`src/rtl/char_row_buf.sv`:
```
// char_row_buf: one row of character codes for the VGA text path, with column/cursor
// writes, a sequenced clear engine and a two-stage pixel lookup. Optional cursor: CHAR_ROW_CURSOR_EN.

module char_row_buf #(
  parameter int COLS = 80,
  parameter int CHAR_W = 6,
  parameter int CELL_W = 8,
  parameter int ROW_H = 16,
  parameter int Y_START = 0,
  parameter logic [CHAR_W-1:0] BLANK = '0
) (
  input  logic                       clk,
  input  logic                       rst,
  input  logic                       wr_en,
  input  logic [$clog2(COLS)-1:0]    wr_col,
  input  logic [CHAR_W-1:0]          wr_char,
  input  logic                       wr_push,
  input  logic                       cur_set,
  input  logic                       clr_req,
  output logic                       busy,
  output logic                       wr_drop,
  output logic [$clog2(COLS)-1:0]    cursor,
  input  logic [9:0]                 xcoor,
  input  logic [8:0]                 ycoor,
  output logic [CHAR_W-1:0]          char_out,
  output logic [$clog2(ROW_H)-1:0]   glyph_row,
  output logic [$clog2(CELL_W)-1:0]  glyph_col,
  output logic                       hit,
  output logic                       dbg_state
);

  localparam int COL_W = $clog2(COLS);
  localparam int CW_W  = $clog2(CELL_W);
  localparam int RH_W  = $clog2(ROW_H);
  localparam logic [10:0]      COLS_X   = 11'(COLS);
  localparam logic [10:0]      Y_LO     = 11'(Y_START);
  localparam logic [10:0]      Y_HI     = 11'(Y_START + ROW_H);
  localparam logic [COL_W-1:0] COL_LAST = COL_W'(COLS - 1);

  typedef enum logic {ST_IDLE = 1'b0, ST_CLEAR = 1'b1} state_t;

  state_t           r_state;
  state_t           w_state_nxt;
  logic [COL_W-1:0] r_clr_col;
  logic [COL_W-1:0] w_clr_col_nxt;

  logic [CHAR_W-1:0] r_mem [COLS];

  logic              w_busy;
  logic              w_push;
  logic              w_col_ok;
  logic              w_we;
  logic [COL_W-1:0]  w_waddr;
  logic [CHAR_W-1:0] w_wdata;
  logic              w_drop;
  logic              w_push_ok;
  logic [COL_W-1:0]  w_cur;
  logic              r_drop;

  // ---------------------------------------------------------------------------
  // Clear engine
  // ---------------------------------------------------------------------------
  always_ff @(posedge clk or posedge rst) begin
    if (rst) begin
      r_state   <= ST_CLEAR;
      r_clr_col <= '0;
    end else begin
      r_state   <= w_state_nxt;
      r_clr_col <= w_clr_col_nxt;
    end
  end

  always_comb begin
    w_state_nxt   = r_state;
    w_clr_col_nxt = r_clr_col;
    case (r_state)
      ST_IDLE: begin
        if (clr_req) begin
          w_state_nxt   = ST_CLEAR;
          w_clr_col_nxt = '0;
        end
      end
      ST_CLEAR: begin
        if (clr_req) begin
          w_clr_col_nxt = '0;
        end else if (r_clr_col == COL_LAST) begin
          w_state_nxt   = ST_IDLE;
          w_clr_col_nxt = '0;
        end else begin
          w_clr_col_nxt = r_clr_col + 1'b1;
        end
      end
      default: begin
        w_state_nxt   = ST_CLEAR;
        w_clr_col_nxt = '0;
      end
    endcase
  end

  assign w_busy    = (r_state == ST_CLEAR);
  assign busy      = w_busy;
  assign dbg_state = r_state;

  // ---------------------------------------------------------------------------
  // Write port. There is no backpressure: a write request is a single-cycle
  // strobe that either lands at the next edge or is discarded, and a discarded
  // strobe is reported by wr_drop in the following cycle. The clear engine owns
  // the array while busy; wr_en beats wr_push when both arrive together.
  // ---------------------------------------------------------------------------
  assign w_col_ok = (11'(wr_col) < COLS_X);

  always_comb begin
    w_we      = 1'b0;
    w_waddr   = r_clr_col;
    w_wdata   = BLANK;
    w_drop    = 1'b0;
    w_push_ok = 1'b0;
    if (w_busy) begin
      w_we   = 1'b1;
      w_drop = wr_en | w_push;
    end else if (wr_en) begin
      w_drop = ~w_col_ok | w_push;
      if (w_col_ok) begin
        w_we    = 1'b1;
        w_waddr = wr_col;
        w_wdata = wr_char;
      end
    end else if (w_push) begin
      w_we      = 1'b1;
      w_waddr   = w_cur;
      w_wdata   = wr_char;
      w_push_ok = 1'b1;
    end
  end

  // Storage is deliberately unreset; the clear engine initialises it.
  always_ff @(posedge clk) begin
    if (w_we) begin
      r_mem[w_waddr] <= w_wdata;
    end
  end

  always_ff @(posedge clk or posedge rst) begin
    if (rst) begin
      r_drop <= 1'b0;
    end else begin
      r_drop <= w_drop;
    end
  end

  assign wr_drop = r_drop;

  // ---------------------------------------------------------------------------
  // Cursor
  // ---------------------------------------------------------------------------
`ifdef CHAR_ROW_CURSOR_EN
  logic [COL_W-1:0] r_cursor;

  assign w_push = wr_push;

  // A coincident cur_set wins over the push advance; the push already used the old cursor.
  always_ff @(posedge clk or posedge rst) begin
    if (rst) begin
      r_cursor <= '0;
    end else if (clr_req) begin
      r_cursor <= '0;
    end else if (cur_set && w_col_ok) begin
      r_cursor <= wr_col;
    end else if (w_push_ok) begin
      r_cursor <= (r_cursor == COL_LAST) ? '0 : r_cursor + 1'b1;
    end
  end

  assign w_cur  = r_cursor;
  assign cursor = r_cursor;
`else
  logic w_unused_cursor;

  assign w_push          = 1'b0;
  assign w_cur           = '0;
  assign cursor          = '0;
  assign w_unused_cursor = wr_push ^ cur_set ^ w_push_ok;
`endif

  // ---------------------------------------------------------------------------
  // Lookup pipeline, stage 1: decode the pixel coordinate.
  // ---------------------------------------------------------------------------
  logic [9:0]       w_col_x;
  logic             w_in_y;
  logic             w_s1_hit;
  logic [RH_W-1:0]  w_row;

  logic [COL_W-1:0] r_s1_col;
  logic             r_s1_hit;
  logic [RH_W-1:0]  r_s1_row;
  logic [CW_W-1:0]  r_s1_gcol;

  assign w_col_x  = xcoor >> CW_W;
  assign w_in_y   = (11'(ycoor) >= Y_LO) && (11'(ycoor) < Y_HI);
  assign w_s1_hit = w_in_y && (11'(w_col_x) < COLS_X);
  assign w_row    = RH_W'(11'(ycoor) - Y_LO);

  always_ff @(posedge clk or posedge rst) begin
    if (rst) begin
      r_s1_col  <= '0;
      r_s1_hit  <= 1'b0;
      r_s1_row  <= '0;
      r_s1_gcol <= '0;
    end else begin
      r_s1_col  <= w_col_x[COL_W-1:0];
      r_s1_hit  <= w_s1_hit;
      r_s1_row  <= w_row;
      r_s1_gcol <= xcoor[CW_W-1:0];
    end
  end

  // ---------------------------------------------------------------------------
  // Stage 2: array read (old data on a same-edge write) and miss blanking.
  // ---------------------------------------------------------------------------
  always_ff @(posedge clk or posedge rst) begin
    if (rst) begin
      char_out  <= BLANK;
      hit       <= 1'b0;
      glyph_row <= '0;
      glyph_col <= '0;
    end else begin
      hit <= r_s1_hit;
      if (r_s1_hit) begin
        char_out  <= r_mem[r_s1_col];
        glyph_row <= r_s1_row;
        glyph_col <= r_s1_gcol;
      end else begin
        char_out  <= BLANK;
        glyph_row <= '0;
        glyph_col <= '0;
      end
    end
  end

endmodule

```
`config.mk`:
```
export PLATFORM = sky130hd
export DESIGN_NAME = char_row_buf
export DESIGN_NICKNAME = d
export VERILOG_FILES = /design/src/rtl/char_row_buf.sv
export SDC_FILE = /design/constraint.sdc
export NUM_CORES = 1
export LEC_CHECK = 0
export ABC_AREA = 1
export ABC_CLOCK_PERIOD_IN_PS = 4200
export CAP_MARGIN = 25
export CORE_UTILIZATION = 50
export CTS_BUF_LIST = sky130_fd_sc_hd__clkbuf_4
export DETAILED_ROUTE_END_ITERATION = 10
export GPL_TIMING_DRIVEN = 0
export PLACE_DENSITY = 0.73
export REMOVE_ABC_BUFFERS = 1
export SLEW_MARGIN = 20
export SYNTH_ARGS = -nofsm -noshare
export SYNTH_HDL_FRONTEND = slang
export SYNTH_SLANG_ARGS = --single-unit
```
`constraint.sdc`:
```
create_clock -name clk -period 4.2 [get_ports clk]
set_clock_uncertainty 0.1 [all_clocks]
set_input_delay 0.84 -clock clk [delete_from_list [all_inputs] [get_ports clk]]
set_output_delay 0.84 -clock clk [all_outputs]
set_load 0.02 [all_outputs]
```
==> results of run 1 <==
logic make-up (layout without fill, tap and decap cells):
logic type	count (synthesis)	after routing
other	1	8
XOR/XNOR	2	2
AND/OR/NAND/NOR	1115	1115
buffers and inverters	170	367
adder cells (fa/ha/maj)	1	1
flip-flops	518	518
AO/OA/AOI/OAI	68	68
power groups by stage:
| stage | sequential [mW] | clock [mW] | combinational, mW |
|---|---|---|---|
| 2_1_floorplan | 5.75 | 0 | 0.335 |
| 3_3_place_gp | 5.78 | 0 | 0.525 |
| 3_5_place_dp | 5.73 | 0 | 0.555 |
| 4_1_cts | 5.62 | 4.21 | 0.557 |
| 5_1_grt | 5.62 | 4.49 | 0.620 |
| 6_report | 5.62 | 4.14 | 0.566 |
critical path: cells and delay by family, from the launching register on:
family	cells	cell delay, ns
simple gates	9	1.06
flops	1	0.64
buf+inv	6	1.60
synth_stat cells:
| library cell | n | area share [%] |
|---|---|---|
| o22ai_1 | 2 | 0.059 |
| nand3_4 | 1 | 0.082 |
| buf_2 | 47 | 1.1 |
| edfxtp_1 | 480 | 68 |
| and2_1 | 1 | 0.029 |
| buf_6 | 1 | 0.053 |
| a22oi_4 | 1 | 0.10 |
| dfstp_2 | 1 | 0.12 |
| a21boi_0 | 1 | 0.035 |
| nand2_1 | 604 | 11 |
| o21ai_4 | 4 | 0.31 |
| o21ai_2 | 2 | 0.082 |
| buf_4 | 9 | 0.32 |
| inv_2 | 8 | 0.14 |
| ha_1 | 1 | 0.059 |
| nand2_2 | 8 | 0.23 |
| nor3_1 | 6 | 0.14 |
| nor4_1 | 1 | 0.029 |
| nor2_2 | 4 | 0.12 |
| xor2_1 | 2 | 0.082 |
| inv_1 | 52 | 0.92 |
| a21oi_1 | 27 | 0.63 |
| conb_1 | 1 | 0.018 |
| buf_1 | 9 | 0.16 |
| clkbuf_1 | 44 | 0.77 |
| o21ai_1 | 1 | 0.023 |
| nand3_1 | 366 | 8.6 |
| nor3_2 | 5 | 0.23 |
| nand4_1 | 1 | 0.029 |
| nor2_1 | 117 | 2.1 |
| o21ai_0 | 17 | 0.40 |
| dfrtp_1 | 37 | 4.3 |
| o31ai_1 | 12 | 0.42 |
| o32ai_1 | 1 | 0.041 |
| nor2_4 | 1 | 0.053 |
cell usage in the layout (no fill, tap or decap), drive strengths merged:
master | synthesis | final
nand2 | 612 | 612
edfxtp | 480 | 480
nand3 | 367 | 367
clkbuf | 44 | 184
nor2 | 122 | 122
inv | 60 | 62
clkdlybuf4s50 | 0 | 52
dfrtp | 37 | 37
clkinv | 0 | 35
a21oi | 27 | 27
buf | 66 | 26
o21ai | 24 | 24
o31ai | 12 | 12
nor3 | 11 | 11
conb | 1 | 7
clkinvlp | 0 | 6
xor2 | 2 | 2
o22ai | 2 | 2
bufinv | 0 | 2
diode | 0 | 1
a22oi | 1 | 1
nand4 | 1 | 1
and2 | 1 | 1
nor4 | 1 | 1
a21boi | 1 | 1
o32ai | 1 | 1
ha | 1 | 1
dfstp | 1 | 1
through the flow:
stage / instances / area (um2) / total power, mW
2_1_floorplan: 1771 / 20840 / 6.081
3_5_place_dp: 2387 / 22690 / 6.283
4_1_cts: 2616 / 24330 / 10.38
6_report: 2618 / 24360 / 10.32
3_3_place_gp: 2362 / 22030 / 6.302
5_1_grt: 2618 / 24360 / 10.72
worst paths after layout:
check,from,end,depth (start not counted)
worst min register to register,r_s1_row[1],glyph_row[1],2
worst max register to register,r_s1_col[0],char_out[3],15
min in group clk,r_s1_row[1],glyph_row[1],2
max in group asynchronous,rst,char_out[2],3
worst min-delay path,rst,r_clr_col[0],2
worst max-delay path,r_s1_col[0],char_out[3],15
sequential cells by signal (all words and copies together), names as in the netlist:
signal and count:
busy 1, char_out 6, glyph_col 3, glyph_row 4, hit 1, r_clr_col 7, r_mem 480, r_s1_col 7
r_s1_gcol 3, r_s1_hit 1, r_s1_row 4, wr_drop 1
routing by layer:
layer	vias up	GRT usage, %	wire length, um
li1	6785	-	-
met1	6926	30.74	20010
met2	744	36.64	23560
met3	99	5.585	4520
met4	0	9.757	1297
met5	-	0	0
layout make-up:
cell class,instances,area [um2]
tap,539,674.4
sequential,518,15370
inverter,60,240.2
fill,3294,17680
clock buffer,184,1381
antenna,1,2.502
clock inverter,45,257.7
multi-input combinational,1193,5290
timing repair buffer,78,1137
==> key figures, run 1 <==
Run status
  • Outcome: completed

Timing
  • Tcrit/Tclk final: 87.70%
  • Setup Viol. Count Final: 0
  • Fmax: 271.5 MHz
  • Fin crit period: 3.683 ns
  • Pins Over Slew Limit: 0
  • Setup_tns: 0 ns
  • Worst Tran Pin Value: 0.8753 ns
  • Rel. slew slack: 41.51%
  • RSZ-0062 raised after global routing: no
  • WHS: 0.1447 ns
  • Final Hold Viols: 0
  • Final worst slack: 0.5167 ns

Placement
  • Detail Placement HPWL: 29.48 mm
  • Port Buf Inserts: 52
  • Gpl congestion: 0.8303
  • DP Worst Slack: -0.1044 ns

Floorplanning
  • Die Y-Extent: 208.5 um
  • I/O pin count: 62
  • Num rows: 75
  • Die Footprint: 43480 um2
  • Starting Density: 50.73%
  • Core area: 42040 um2
  • Die X: 208.5 um

Yosys
  • Largest family of logic cells by synthesized area: simple AND/OR/NAND/NOR gates
  • Yosys reg bits: 518
  • Compound-Gate Fraction of Synth Area: 2.100%
  • XOR/XNOR Fraction of Synth Area: 0.08214%
  • Cell count after synthesis: 1875
  • Syn avg cell area: 11.37 um2
  • Synth Area in Adders: 0.05867%
  • Register area share after synthesis: 72.05%
  • Yosys Warn Count: 0
  • Post-synth cell types: 35
  • Synth Cell Area: 21330 um2
  • Simple-gate share of the synthesized area: 22.23%
  • Post-synthesis mux area share: 0%

CTS
  • TritonCTS clock tree: done
  • Hold-fix buffers, CTS: 0
  • TritonCTS Buffers: 130
  • Setup Fix Bufs, Post-CTS: 0
  • Worst-Skew Late Latency: 0.81 ns
  • # resized after CTS: 0
  • Root buf cell: clkbuf_4
  • Max Buffers Root-to-Sink: 3
  • Htree depth: 4
  • Clock transition at the registers of the reported paths: 0.08 ns
  • CTS Sinks: 518

Finish
  • Nets@finish: 2020
  • Share of cells above drive strength 1: 12.99%
  • P&R area growth vs syn: 14.22%
  • Post-Route Utilization: 57.94%

Routing
  • Pre-antenna DRT Iters: 5
  • Initial DRC Count: 1601
  • DRC: 0
  • Post-route ant nets: 0
  • Avg WL per Cell: 18.87 um
  • DRT Wirelength: 49.39 mm
  • Via count: 14550
  • Via density: 5.559

Setup path
  • Most frequent CP cell: nand3_1
  • CP Capture Type: register
  • Startpoint type of the worst setup path: register
  • Cell Chain, Critical Path: buf_16 > buf_16 > inv_8 > buf_16 > buf_16 > nand2_1 > nand3_1 > nand3_1 > nand2_1 > nand2_1 > nand3_1 > nand3_1 > nand3_1 > nand2_1 > inv_1
  • CP Data Arrival Time: 4.29 ns
  • CP max stage delay: 0.64 ns
  • Worst-path maximum fanout: 100
  • CP max-delay cell: dfrtp_4
  • Reg2Reg Setup Slack: 0.52 ns
  • Worst Path Required: 4.80 ns
  • WS Path Type: reg2reg

Power
  • Peak supply drop: 0.3143 mV
  • Int Pwr: 7.919 mW
  • Switch Pwr: 2.400 mW
  • Switching share of total power: 23.26%
  • Logic pwr share: 5.5%
  • P per Cell Area: 423.6 nW/um2
  • Reg power frac: 54.4%
  • Clk pwr share: 40.1%
  • Leakage: 9.085 nW

Global routing
  • GRT Overall Usage: 23.16%
  • Total congestion overflow: 0
  • Largest net degree at the start of global routing: 101
  • Vias in the first global route: 14300
  • Initial antenna violation count: 1
  • First-pass GRT wire length: 77.31 mm

Min path
  • Worst hold path class: in2async

Flow run
  • Max-cap viol count: 0
Power figures use the tool's default switching activity.
==> inputs of run 2 (changes only) <==
Settings changed: CTS_CLUSTER_SIZE set to 28, MAX_ROUTING_LAYER set to met4, SKIP_LAST_GASP set to 1.
==> run 2 against run 1 <==
Against the previous run:
- first-iteration DRC count is 11% lower
- core utilization hardly changed
- highest routed layer unchanged
- worst setup slack better by 0.0086 ns
- combinational power hardly changed
- die area stayed put
- clock power hardly changed
- hold slack better by 0.032 ns
- register-to-register slack hardly changed
- cell count hardly changed
- largest power group unchanged
- largest cell class unchanged
- critical path type unchanged
- design area hardly changed
==> key figures, run 2 (synthesis gave the netlist of run 1 again) <==
Run status
  • Outcome: completed

Finish
  • Largest regs: r_mem: 480 flops, r_clr_col: 7 flops, r_s1_col: 7 flops
  • Post-Route Utilization: 57.95% (about the same)
  • P&R area growth vs syn: 14.23% (about the same)
  • Commonest non-fill, non-tap cell in the layout: nand2_1
  • Most flops, register: r_mem
  • Post-Layout Cell Count: 2619 (+0.038%)
  • Largest register FFs: 480 (unchanged)
  • Most frequent cells in the layout: 604 x nand2_1, 480 x edfxtp_1, 366 x nand3_1
  • Share of cells above drive strength 1: 12.99% (unchanged)
  • Nets@finish: 2020 (unchanged)

Timing
  • WHS: 0.1765 ns (+0.03179 ns)
  • Fin crit period: 3.675 ns (-0.008627 ns)
  • Worst Tran Pin Value: 0.8608 ns (-0.01445 ns)
  • Tcrit/Tclk final: 87.49% (-0.21 points)
  • Setup Viol. Count Final: 0 (unchanged)
  • Fmax: 272.1 MHz (+0.23%)
  • Rel. slew slack: 42.44% (+0.93 points)
  • Pins Over Slew Limit: 0 (unchanged)
  • Final worst slack: 0.5253 ns (+0.008627 ns)
  • RSZ-0062 raised after global routing: no
  • Final Hold Viols: 0 (unchanged)

Routing
  • Initial DRC Count: 1432 (-11%)
  • Pre-antenna DRT Iters: 7 (+2)
  • Via count: 14560 (+0.041%)
  • DRT Wirelength: 49.34 mm (-0.11%)
  • DRC: 0 (unchanged)
  • Avg WL per Cell: 18.84 um (-0.15%)
  • Post-route ant nets: 0 (unchanged)
  • Via density: 5.559 (about the same)

Setup path
  • CP Data Arrival Time: 4.25 ns (-0.04 ns)
  • Startpoint type of the worst setup path: register
  • Worst-path maximum fanout: 100 (unchanged)
  • CP Capture Type: register
  • WS Path Type: reg2reg
  • Worst Path Required: 4.78 ns (-0.02 ns)

Global routing
  • Largest net degree at the start of global routing: 101 (unchanged)
  • GRT Overall Usage: 23.86% (+0.70 points)
  • GRT busiest layer: met2
  • GR Util met2: 36.72% (+0.081 points)
  • M1 GR Usage: 30.79% (+0.052 points)
  • Global routing met3 resource utilization: 5.374% (-0.21 points)
  • Vias in the first global route: 14320 (+0.15%)
  • Initial antenna violation count: 2 (+1)
  • First-pass GRT wire length: 77.25 mm (about the same)
  • Total congestion overflow: 0 (unchanged)

Floorplanning
  • Die Y-Extent: 208.5 um (unchanged)
  • Die Footprint: 43480 um2 (unchanged)
  • I/O pin count: 62 (unchanged)
  • Num rows: 75 (unchanged)
  • Die X: 208.5 um (unchanged)
  • Starting Density: 50.73% (unchanged)
  • Core area: 42040 um2 (unchanged)

Placement
  • Detail Placement HPWL: 29.48 mm (unchanged)
  • Gpl congestion: 0.8482 (+2.2%)
  • DP Worst Slack: -0.1044 ns (unchanged)
  • Port Buf Inserts: 52 (unchanged)
  • Placed Cells: 2387 (unchanged)

Power
  • Peak supply drop: 0.3145 mV (about the same)
  • P per Cell Area: 423.3 nW/um2 (about the same)
  • Leakage: 9.085 nW (unchanged)
  • Pwr Total: 10.31 mW (about the same)

CTS
  • TritonCTS clock tree: done
  • Max Buffers Root-to-Sink: 3 (unchanged)
  • Hold-fix buffers, CTS: 0 (unchanged)
  • CTS Sinks: 518 (unchanged)
  • Root buf cell: clkbuf_4
  • # resized after CTS: 0 (unchanged)
  • Worst-Skew Late Latency: 0.78 ns (-0.03 ns)
  • Clock transition at the registers of the reported paths: 0.07 ns (about the same)
  • TritonCTS Buffers: 130 (unchanged)
  • Setup Fix Bufs, Post-CTS: 0 (unchanged)
  • Htree depth: 4 (unchanged)

Min path
  • Worst hold path class: in2async

Flow run
  • Max-cap viol count: 0 (unchanged)
-- run 2: cell count changes in the layout (fill, tap and decap cells not counted), sizes merged --
| cell | delta |
|---|---|
| diode | +1 |
-- run 2: critical path, stage by stage, from the launching register on --
cell,delay [ns]
dfrtp_4,0.64
buf_16,0.29
buf_16,0.26
inv_8,0.28
buf_16,0.35
buf_16,0.37
nand2_1,0.11
nand3_1,0.10
nand3_1,0.11
nand2_1,0.14
nand2_1,0.07
nand3_1,0.14
nand3_1,0.13
nand3_1,0.17
nand2_1,0.08
inv_1,0.05
-- run 2: per-layer routing --
metal  routed length (um)  part of all wire [%]  up-vias
li1                     -                     -     6786
met1                20030                    41     6892
met5                    0                     0        -
met4                 1340                   2.7        0
met2                23530                    48      772
met3                 4442                   9.0      110
-- run 2: cell type report --
type / instances / area (um2)
multi-input cells: 1193 / 5290
repair buffers: 78 / 1137
inverters: 60 / 240.2
fillers: 3295 / 17680
diodes: 2 / 5.005
clock buffers: 184 / 1381
well taps: 539 / 674.4
clock inverters: 45 / 257.7
flip-flops and latches: 518 / 15370
-- run 2: path summary, 6_finish.rpt --
path	start	to	slack, ns	cells after the start
max	r_s1_col[0]	char_out[0]	0.53	15
min	rst	r_clr_col[0]	0.18	2
max reg2reg	r_s1_col[0]	char_out[0]	0.53	15
min reg2reg	r_s1_gcol[2]	glyph_col[2]	0.34	2
max in group asynchronous	rst	char_out[3]	3.35	3
min in group clk	r_s1_gcol[2]	glyph_col[2]	0.34	2
-- run 2: power by group --
| group | leakage, nW | switching, mW | internal, mW |
|---|---|---|---|
| clock network | 0.951 | 1.97 | 2.15 |
| logic | 3.53 | 0.385 | 0.181 |
| registers | 4.60 | 0.0337 | 5.58 |
| total | 9.08 | 2.39 | 7.92 |
-- run 2: per-stage QoR --
step	TNS, ns	cell area [um2]
after floorplan	-24.26	20840
after global placement	-1440.44	22030
after detailed placement	-3.468	22690
after CTS	0	24330
after global routing	0	24360
final	0	24360
